==> config.mk <==
export PLATFORM = sky130hd
export DESIGN_NAME = xcore_sum_sequencer_flat
export DESIGN_NICKNAME = d
export VERILOG_FILES = /design/src/rtl/xcore_sum_sequencer_if.sv /design/src/rtl/xcore_sum_sequencer.sv /design/src/flat_wrapper.sv
export SDC_FILE = /design/constraint.sdc
export NUM_CORES = 1
export LEC_CHECK = 0
export ABC_AREA = 1
export CAP_MARGIN = 20
export CORE_UTILIZATION = 54
export CTS_BUF_LIST = sky130_fd_sc_hd__clkbuf_8
export CTS_CLUSTER_SIZE = 28
export DETAILED_ROUTE_END_ITERATION = 12
export GPL_TIMING_DRIVEN = 0
export PLACE_DENSITY = 0.89
export SYNTH_ARGS = -nofsm -noshare
export SYNTH_HDL_FRONTEND = slang
export SYNTH_SLANG_ARGS = --single-unit
export TNS_END_PERCENT = 30
==> constraint.sdc <==
create_clock -name clk -period 4.6 [get_ports clk]
set_clock_uncertainty 0.2 [all_clocks]
set_input_delay 0.69 -clock clk [delete_from_list [all_inputs] [get_ports clk]]
set_output_delay 0.69 -clock clk [all_outputs]
set_load 0.02 [all_outputs]
==> src/rtl/xcore_sum_sequencer_if.sv <==
// FIFO-side handshake bundle for the cross-core partial-sum exchange:
// outgoing write port (sum_out*) and incoming first-word-fall-through read port (sum_in*).
interface xcore_sum_sequencer_if #(parameter int bw_psum = 20);
  logic [bw_psum+3:0] sum_out;
  logic               sum_out_vld;
  logic               fifo_full;
  logic [bw_psum+3:0] sum_in;
  logic               sum_rd_vld;
  logic               fifo_ext_rd;

  modport master (output sum_out, sum_out_vld, fifo_ext_rd,
                  input  fifo_full, sum_in, sum_rd_vld);
  modport slave  (input  sum_out, sum_out_vld, fifo_ext_rd,
                  output fifo_full, sum_in, sum_rd_vld);
endinterface

==> src/rtl/xcore_sum_sequencer.sv <==
// Per-core sequencer: captures each local row sum, exchanges it with the peer core
// through the async FIFOs (dual-core mode) and emits the combined row total.
module xcore_sum_sequencer #(
  parameter int bw_psum = 20,
  parameter int rows    = 8,
  parameter int tw      = 8
) (
  input  logic                       clk,
  input  logic                       reset,
  input  logic                       start,
  input  logic                       mode,
  input  logic                       psum_vld,
  input  logic [bw_psum+3:0]         psum_in,
  xcore_sum_sequencer_if.master      fifo,
  output logic [bw_psum+4:0]         total_sum,
  output logic                       total_vld,
  output logic [$clog2(rows+1)-1:0]  row_cnt,
  output logic                       done,
  output logic                       err,
  output logic                       overrun
);
  localparam int RW = $clog2(rows+1);
  localparam int SW = bw_psum + 5;
  // Last counter value before the 2**tw-1 timeout limit is reached.
  localparam logic [tw-1:0] TMO_LAST = ~tw'(1);

  typedef enum logic [2:0] {
    S_IDLE, S_WAIT_LOCAL, S_PUSH, S_WAIT_REMOTE, S_COMBINE, S_DONE, S_ERR
  } state_t;

  state_t             state, nxt;
  logic               mode_r;
  logic [bw_psum+3:0] local_reg, remote_reg;
  logic [tw-1:0]      tmo;
  logic               start_ok, last_row;

  assign start_ok     = start && (state == S_IDLE || state == S_ERR);
  assign last_row     = (row_cnt == RW'(rows - 1));
  assign fifo.sum_out = local_reg;

  always_comb begin
    nxt              = state;
    fifo.sum_out_vld = 1'b0;
    fifo.fifo_ext_rd = 1'b0;
    case (state)
      S_IDLE, S_ERR: if (start) nxt = S_WAIT_LOCAL;
      S_WAIT_LOCAL:  if (psum_vld) nxt = mode_r ? S_PUSH : S_COMBINE;
      S_PUSH: begin
        fifo.sum_out_vld = ~fifo.fifo_full;
        if (!fifo.fifo_full) nxt = S_WAIT_REMOTE;
      end
      S_WAIT_REMOTE: begin
        fifo.fifo_ext_rd = fifo.sum_rd_vld;
        if (fifo.sum_rd_vld)     nxt = S_COMBINE;
        else if (tmo == TMO_LAST) nxt = S_ERR;
      end
      S_COMBINE: nxt = last_row ? S_DONE : S_WAIT_LOCAL;
      S_DONE:    nxt = S_IDLE;
      default:   nxt = S_IDLE;
    endcase
  end

  always_ff @(posedge clk or posedge reset) begin
    if (reset) begin
      state      <= S_IDLE;
      mode_r     <= 1'b0;
      local_reg  <= '0;
      remote_reg <= '0;
      tmo        <= '0;
      total_sum  <= '0;
      total_vld  <= 1'b0;
      row_cnt    <= '0;
      done       <= 1'b0;
      err        <= 1'b0;
      overrun    <= 1'b0;
    end else begin
      state     <= nxt;
      total_vld <= 1'b0;
      done      <= 1'b0;
      if (start_ok) begin
        mode_r  <= mode;
        row_cnt <= '0;
        err     <= 1'b0;
        overrun <= 1'b0;
      end
      // A dropped sum is reported even if it coincides with a restart.
      if (psum_vld && state != S_WAIT_LOCAL) overrun <= 1'b1;
      if (state == S_WAIT_REMOTE) begin
        if (!fifo.sum_rd_vld) tmo <= tmo + tw'(1);
      end else begin
        tmo <= '0;
      end
      case (state)
        S_WAIT_LOCAL:  if (psum_vld) local_reg <= psum_in;
        S_WAIT_REMOTE: begin
          if (fifo.sum_rd_vld)       remote_reg <= fifo.sum_in;
          else if (tmo == TMO_LAST)  err        <= 1'b1;
        end
        S_COMBINE: begin
          total_sum <= mode_r ? SW'(local_reg) + SW'(remote_reg) : SW'(local_reg);
          total_vld <= 1'b1;
          row_cnt   <= row_cnt + RW'(1);
        end
        S_DONE:  done <= 1'b1;
        default: ;
      endcase
    end
  end
endmodule

==> src/flat_wrapper.sv <==
// flat-port wrapper written by rule: the top's interface ports become plain ports
module xcore_sum_sequencer_flat 
#(
  parameter int bw_psum = 20,
  parameter int rows    = 8,
  parameter int tw      = 8
)
  (clk, reset, start, mode, psum_vld, psum_in, total_sum, total_vld, row_cnt, done, err, overrun, fifo_sum_out, fifo_sum_out_vld, fifo_fifo_ext_rd, fifo_fifo_full, fifo_sum_in, fifo_sum_rd_vld);
  xcore_sum_sequencer_if #(.bw_psum(bw_psum)) fifo_i ();
  input  logic clk;
  input  logic reset;
  input  logic start;
  input  logic mode;
  input  logic psum_vld;
  input  logic [bw_psum+3:0] psum_in;
  output logic [bw_psum+4:0] total_sum;
  output logic total_vld;
  output logic [$clog2(rows+1)-1:0] row_cnt;
  output logic done;
  output logic err;
  output logic overrun;
  output wire logic [$bits(fifo_i.sum_out)-1:0] fifo_sum_out;
  output wire logic [$bits(fifo_i.sum_out_vld)-1:0] fifo_sum_out_vld;
  output wire logic [$bits(fifo_i.fifo_ext_rd)-1:0] fifo_fifo_ext_rd;
  input wire logic [$bits(fifo_i.fifo_full)-1:0] fifo_fifo_full;
  input wire logic [$bits(fifo_i.sum_in)-1:0] fifo_sum_in;
  input wire logic [$bits(fifo_i.sum_rd_vld)-1:0] fifo_sum_rd_vld;
  assign fifo_sum_out = fifo_i.sum_out;
  assign fifo_sum_out_vld = fifo_i.sum_out_vld;
  assign fifo_fifo_ext_rd = fifo_i.fifo_ext_rd;
  assign fifo_i.fifo_full = fifo_fifo_full;
  assign fifo_i.sum_in = fifo_sum_in;
  assign fifo_i.sum_rd_vld = fifo_sum_rd_vld;
  xcore_sum_sequencer #(.bw_psum(bw_psum), .rows(rows), .tw(tw)) u_core (.clk(clk), .reset(reset), .start(start), .mode(mode), .psum_vld(psum_vld), .psum_in(psum_in), .fifo(fifo_i), .total_sum(total_sum), .total_vld(total_vld), .row_cnt(row_cnt), .done(done), .err(err), .overrun(overrun));
endmodule
==> impl_metrics.csv, run 1 <==
group,metric,value,unit
clocking,clock_tree.root_cell,"clkbuf_8",
clocking,cts_buffer_depth,2,
sta,fin_crit_sh,0.768,
sta,final.setup.tns,0,ns
worst_hold_path,hp-start,"u_core.remote_reg[10]$_DFFE_PP0P_",
clocking,h-tree-depth,3,
grt,grt_pass1_wl,25300,um
worst_hold_path,whs_endpoint,"u_core.remote_reg[10]$_DFFE_PP0P_",
floorplan,dieHeight,105,um
clocking,cts_resized,0,
setup_path,cp-end-kind,"primary output",
floorplan,fp.coreArea,0.0103,mm^2
cells_and_area,antenna_cells,0,
setup_path,start_kind,"input pin",
drt,wl_per_cell,14.4,um
setup_path,critical_path_class,"input pin to primary output",
sta,tightest_slew,0.703,ns
clocking,cts_sinks,93,
cells_and_area,drive_gt1_frac,0.0647,
yosys,synth_edf_count,0,
sta,slew-limit-headroom,0.531,
yosys,synth.avg_cell_area,7.29,um^2
outcome,status,"finished clean",
setup_path,critPathMaxFanout,10,
placement,gp_congestion,0.964,
cells_and_area,area_delta_synth_final,27.8,%
sta,finalSetupViolations,0,
drt,drc,0,
placement,io_buffers,113,
placement,dp_hpwl,11400,um
yosys,yosysUniqueCellTypes,36,
setup_path,path_delay_family,"buffers and inverters",
cells_and_area,num-nets-final,990,
grt,grt_max_degree,55,
yosys,synth_top_flop_cell,"dfrtp_1",
sta,hold_viol,0,
setup_path,max_stage_delay,0.64,ns
power,total_power,0.00569,W
floorplan,pin_count,114,
yosys,syn-num-nets,865,
sta,fin_crit,3.53,ns
sta,fmax,283,MHz
yosys,ys_async_sr_fraction,1.00,
grt,track_usage,0.292,
yosys,yosys_warnings,0,
cells_and_area,fillers,864,
drt,routed_via_density,5.17,
clocking,clock_latency,0.37,ns
yosys,netlist_area,0.00570,mm^2
clocking,path_clk_slew,0.10,ns
setup_path,r2r-end,"u_core.total_sum[20]$_DFFE_PP0P_",
power,leakage,3.78,nW
power,vdd.ir_drop.worst,404,uV
setup_path,rr_startpoint,"u_core.fifo.sum_out[0]$_DFFE_PP0P_",
drt,first_pass_iters,5,
setup_path,worst-r2r-setup-slack,2.14,ns
yosys,ys_ff_latch,93,
clocking,holdBufCountCts,0,
worst_hold_path,hold_depth,2,
setup_path,worstRegToRegCells,12,
setup_path,crit_chain,"clkdlybuf4s50_1 > inv_1 > nor2_2 > buf_2 > clkdlybuf4s50_1",
floorplan,dieArea,0.0110,mm^2
drt,drt-initial-drc-count,268,
floorplan,die-width,105,um
drt,ant_nets,0,
power,p_per_area,781,mW/mm^2
setup_path,arrival,2.64,ns
yosys,synth_seq_area_share,0.408,
worst_hold_path,holdCritPathClass,"flip-flop to flip-flop",
setup_path,slowest_stage,"clkdlybuf4s50_1",
cells_and_area,largest_reg_flops,25,
grt,antenna_found_initial,0,
cells_and_area,fin_util,0.709,
placement,dp_cells,1032,
clocking,cts_made_buffers,9,
cells_and_area,fin_cells,1048,
floorplan,std_cell_rows,37,
grt,grt.overflow.total,0,
sta,rsz0062_at_grt,"false",
clocking,cts_tree,"done",
floorplan,start_util,0.555,
sta,final_max_slew_viol_count,0,
drt,drt_wl_total,15100,um
setup_path,crit_top_cell,"clkdlybuf4s50_1",
drt,vias,5416,
setup_path,crit_required,3.71,ns
grt,grt_pass1_vias,5319,
run,maxCapViolations,0,
clocking,post_cts_buffers,0,
setup_path,cp_num_buf_inv,4,
yosys,netlist_instances,782,
metal layers:
metal  routed length [um]  part of all wire  GRT usage  vias up
li1                     -                 -          -     2709
met3                  800             0.053     0.0512       29
met4                  373             0.025      0.108        0
met2                 7270              0.48      0.499      171
met1                 6630              0.44      0.371     2507
met5                    0                 0          0        -
through the flow:
step | worst slack (ns) | cell area (um^2) | hold slack (ns)
2_1_floorplan | 1.29 | 5700 | 0.246
3_3_place_gp | -0.0146 | 7000 | 0.260
3_5_place_dp | 1.06 | 7030 | 0.265
4_1_cts | 1.05 | 7290 | 0.287
5_1_grt | 0.958 | 7290 | 0.307
6_report | 1.07 | 7290 | 0.286
worst min-delay path, stage by stage (launching register included):
cell and delay [ns]:
dfrtp_1 0.36, nand2_1 0.05, nand2_1 0.04
cell type report:
class / count / area (um^2) / share of cell area
clock buffers: 10 / 138 / 0.0189
repair buffers: 114 / 1160 / 0.159
clock inverters: 6 / 116 / 0.0160
plain buffers: 17 / 86.3 / 0.0118
well taps: 136 / 170 / 0.0234
flip-flops and latches: 93 / 2330 / 0.319
inverters: 94 / 357 / 0.0489
multi-input cells: 578 / 2930 / 0.403
cell usage in the layout, fill, tap and decap left out, drive strengths merged:
| master | count |
|---|---|
| bufinv | 3 |
| o31ai | 1 |
| nor2 | 89 |
| or2 | 2 |
| o21a | 1 |
| o21ai | 23 |
| nor3 | 9 |
| fa | 1 |
| nand3 | 40 |
| ha | 27 |
| mux2 | 24 |
| a31oi | 3 |
| nand2 | 302 |
| clkbuf | 17 |
| nor3b | 3 |
| inv | 94 |
| buf | 11 |
| a21o | 1 |
| a21oi | 34 |
| clkinv | 3 |
| xor2 | 5 |
| a22o | 1 |
| nand4 | 9 |
| dfrtp | 93 |
| o21bai | 1 |
| xnor2 | 1 |
| clkdlybuf4s50 | 113 |
| nand3b | 1 |
cell usage after synthesis (2+ instances only):
| cell | number | area share |
|---|---|---|
| a31oi_1 | 3 | 0.0033 |
| buf_1 | 2 | 0.0013 |
| inv_1 | 90 | 0.059 |
| dfrtp_1 | 93 | 0.41 |
| buf_2 | 6 | 0.0053 |
| nor3b_1 | 3 | 0.0040 |
| o21ai_0 | 23 | 0.020 |
| inv_2 | 2 | 0.0013 |
| mux2_4 | 20 | 0.053 |
| ha_1 | 27 | 0.059 |
| mux2_2 | 4 | 0.0079 |
| nor3_1 | 9 | 0.0079 |
| clkbuf_1 | 7 | 0.0046 |
| nor2_1 | 87 | 0.057 |
| nand2_1 | 300 | 0.20 |
| xor2_1 | 5 | 0.0077 |
| nand4_1 | 9 | 0.0099 |
| a21oi_1 | 34 | 0.030 |
| nand3_1 | 40 | 0.035 |
| buf_6 | 2 | 0.0040 |
worst max-delay path by stage:
stage                    startpoint                                 end  slack, ns  cells after the start
detailed placement  fifo_sum_rd_vld                    fifo_fifo_ext_rd       1.06                      5
finish              fifo_sum_rd_vld                    fifo_fifo_ext_rd       1.07                      5
floorplan                     reset               u_core.done$_DFF_PP0_       1.29                      1
global route        fifo_sum_rd_vld                    fifo_fifo_ext_rd       0.96                      5
global placement              reset  u_core.fifo.sum_out[9]$_DFFE_PP0P_      -0.01                      2
CTS                 fifo_sum_rd_vld                    fifo_fifo_ext_rd       1.05                      5
cells by family after synthesis:
| group | synth area share |
|---|---|
| XOR/XNOR | 0.00922 |
| multiplexers | 0.0606 |
| AO/OA/AOI/OAI | 0.0601 |
| flip-flops | 0.408 |
| AND/OR/NAND/NOR | 0.322 |
| buffers and inverters | 0.0773 |
| adder cells (fa/ha/maj) | 0.0628 |
report_power, final:
group          internal, W  total (W)  switching [W]  leakage [nW]
clock network     0.000381   0.000691       0.000310         0.127
registers          0.00116    0.00146       0.000294          1.16
logic              0.00142    0.00354        0.00212          2.49
total              0.00297    0.00569        0.00272          3.78
Note: power is estimated with default switching activity, not from simulation.
==> inputs of run 2 (changes only) <==
==> constraint.sdc (replaced) <==
create_clock -name clk -period 3.5 [get_ports clk]
set_clock_uncertainty 0.2 [all_clocks]
set_input_delay 0.525 -clock clk [delete_from_list [all_inputs] [get_ports clk]]
set_output_delay 0.525 -clock clk [all_outputs]
set_load 0.02 [all_outputs]
==> results of run 2 <==
Same layout as run 1 (identical final DEF). Status: finished clean.
Among the figures that moved: setup slack after placement 1.06 ns -> 0.291 ns; setup slack after layout 1.07 ns -> 0.288 ns; start point of the critical path fifo_sum_rd_vld -> u_core.state[2]$_DFFE_PP0P_; register-to-register setup slack 2.14 ns -> 1.04 ns; total power 0.00569 W -> 0.00748 W; worst IR drop on VDD 404 uV -> 531 uV
==> inputs of run 3 (changes only) <==
--- a/config.mk
+++ b/config.mk
@@ -6,7 +6,6 @@
 export NUM_CORES = 1
 export LEC_CHECK = 0
 export ABC_AREA = 1
-export CAP_MARGIN = 20
 export CORE_UTILIZATION = 54
 export CTS_BUF_LIST = sky130_fd_sc_hd__clkbuf_8
 export CTS_CLUSTER_SIZE = 28
==> results of run 3 <==
Same layout as run 1 (identical final DEF). Status: finished clean.
Among the figures that moved: setup slack after placement 1.06 ns -> 0.291 ns; setup slack after layout 1.07 ns -> 0.288 ns; start point of the critical path fifo_sum_rd_vld -> u_core.state[2]$_DFFE_PP0P_; register-to-register setup slack 2.14 ns -> 1.04 ns; total power 0.00569 W -> 0.00748 W; worst IR drop on VDD 404 uV -> 531 uV
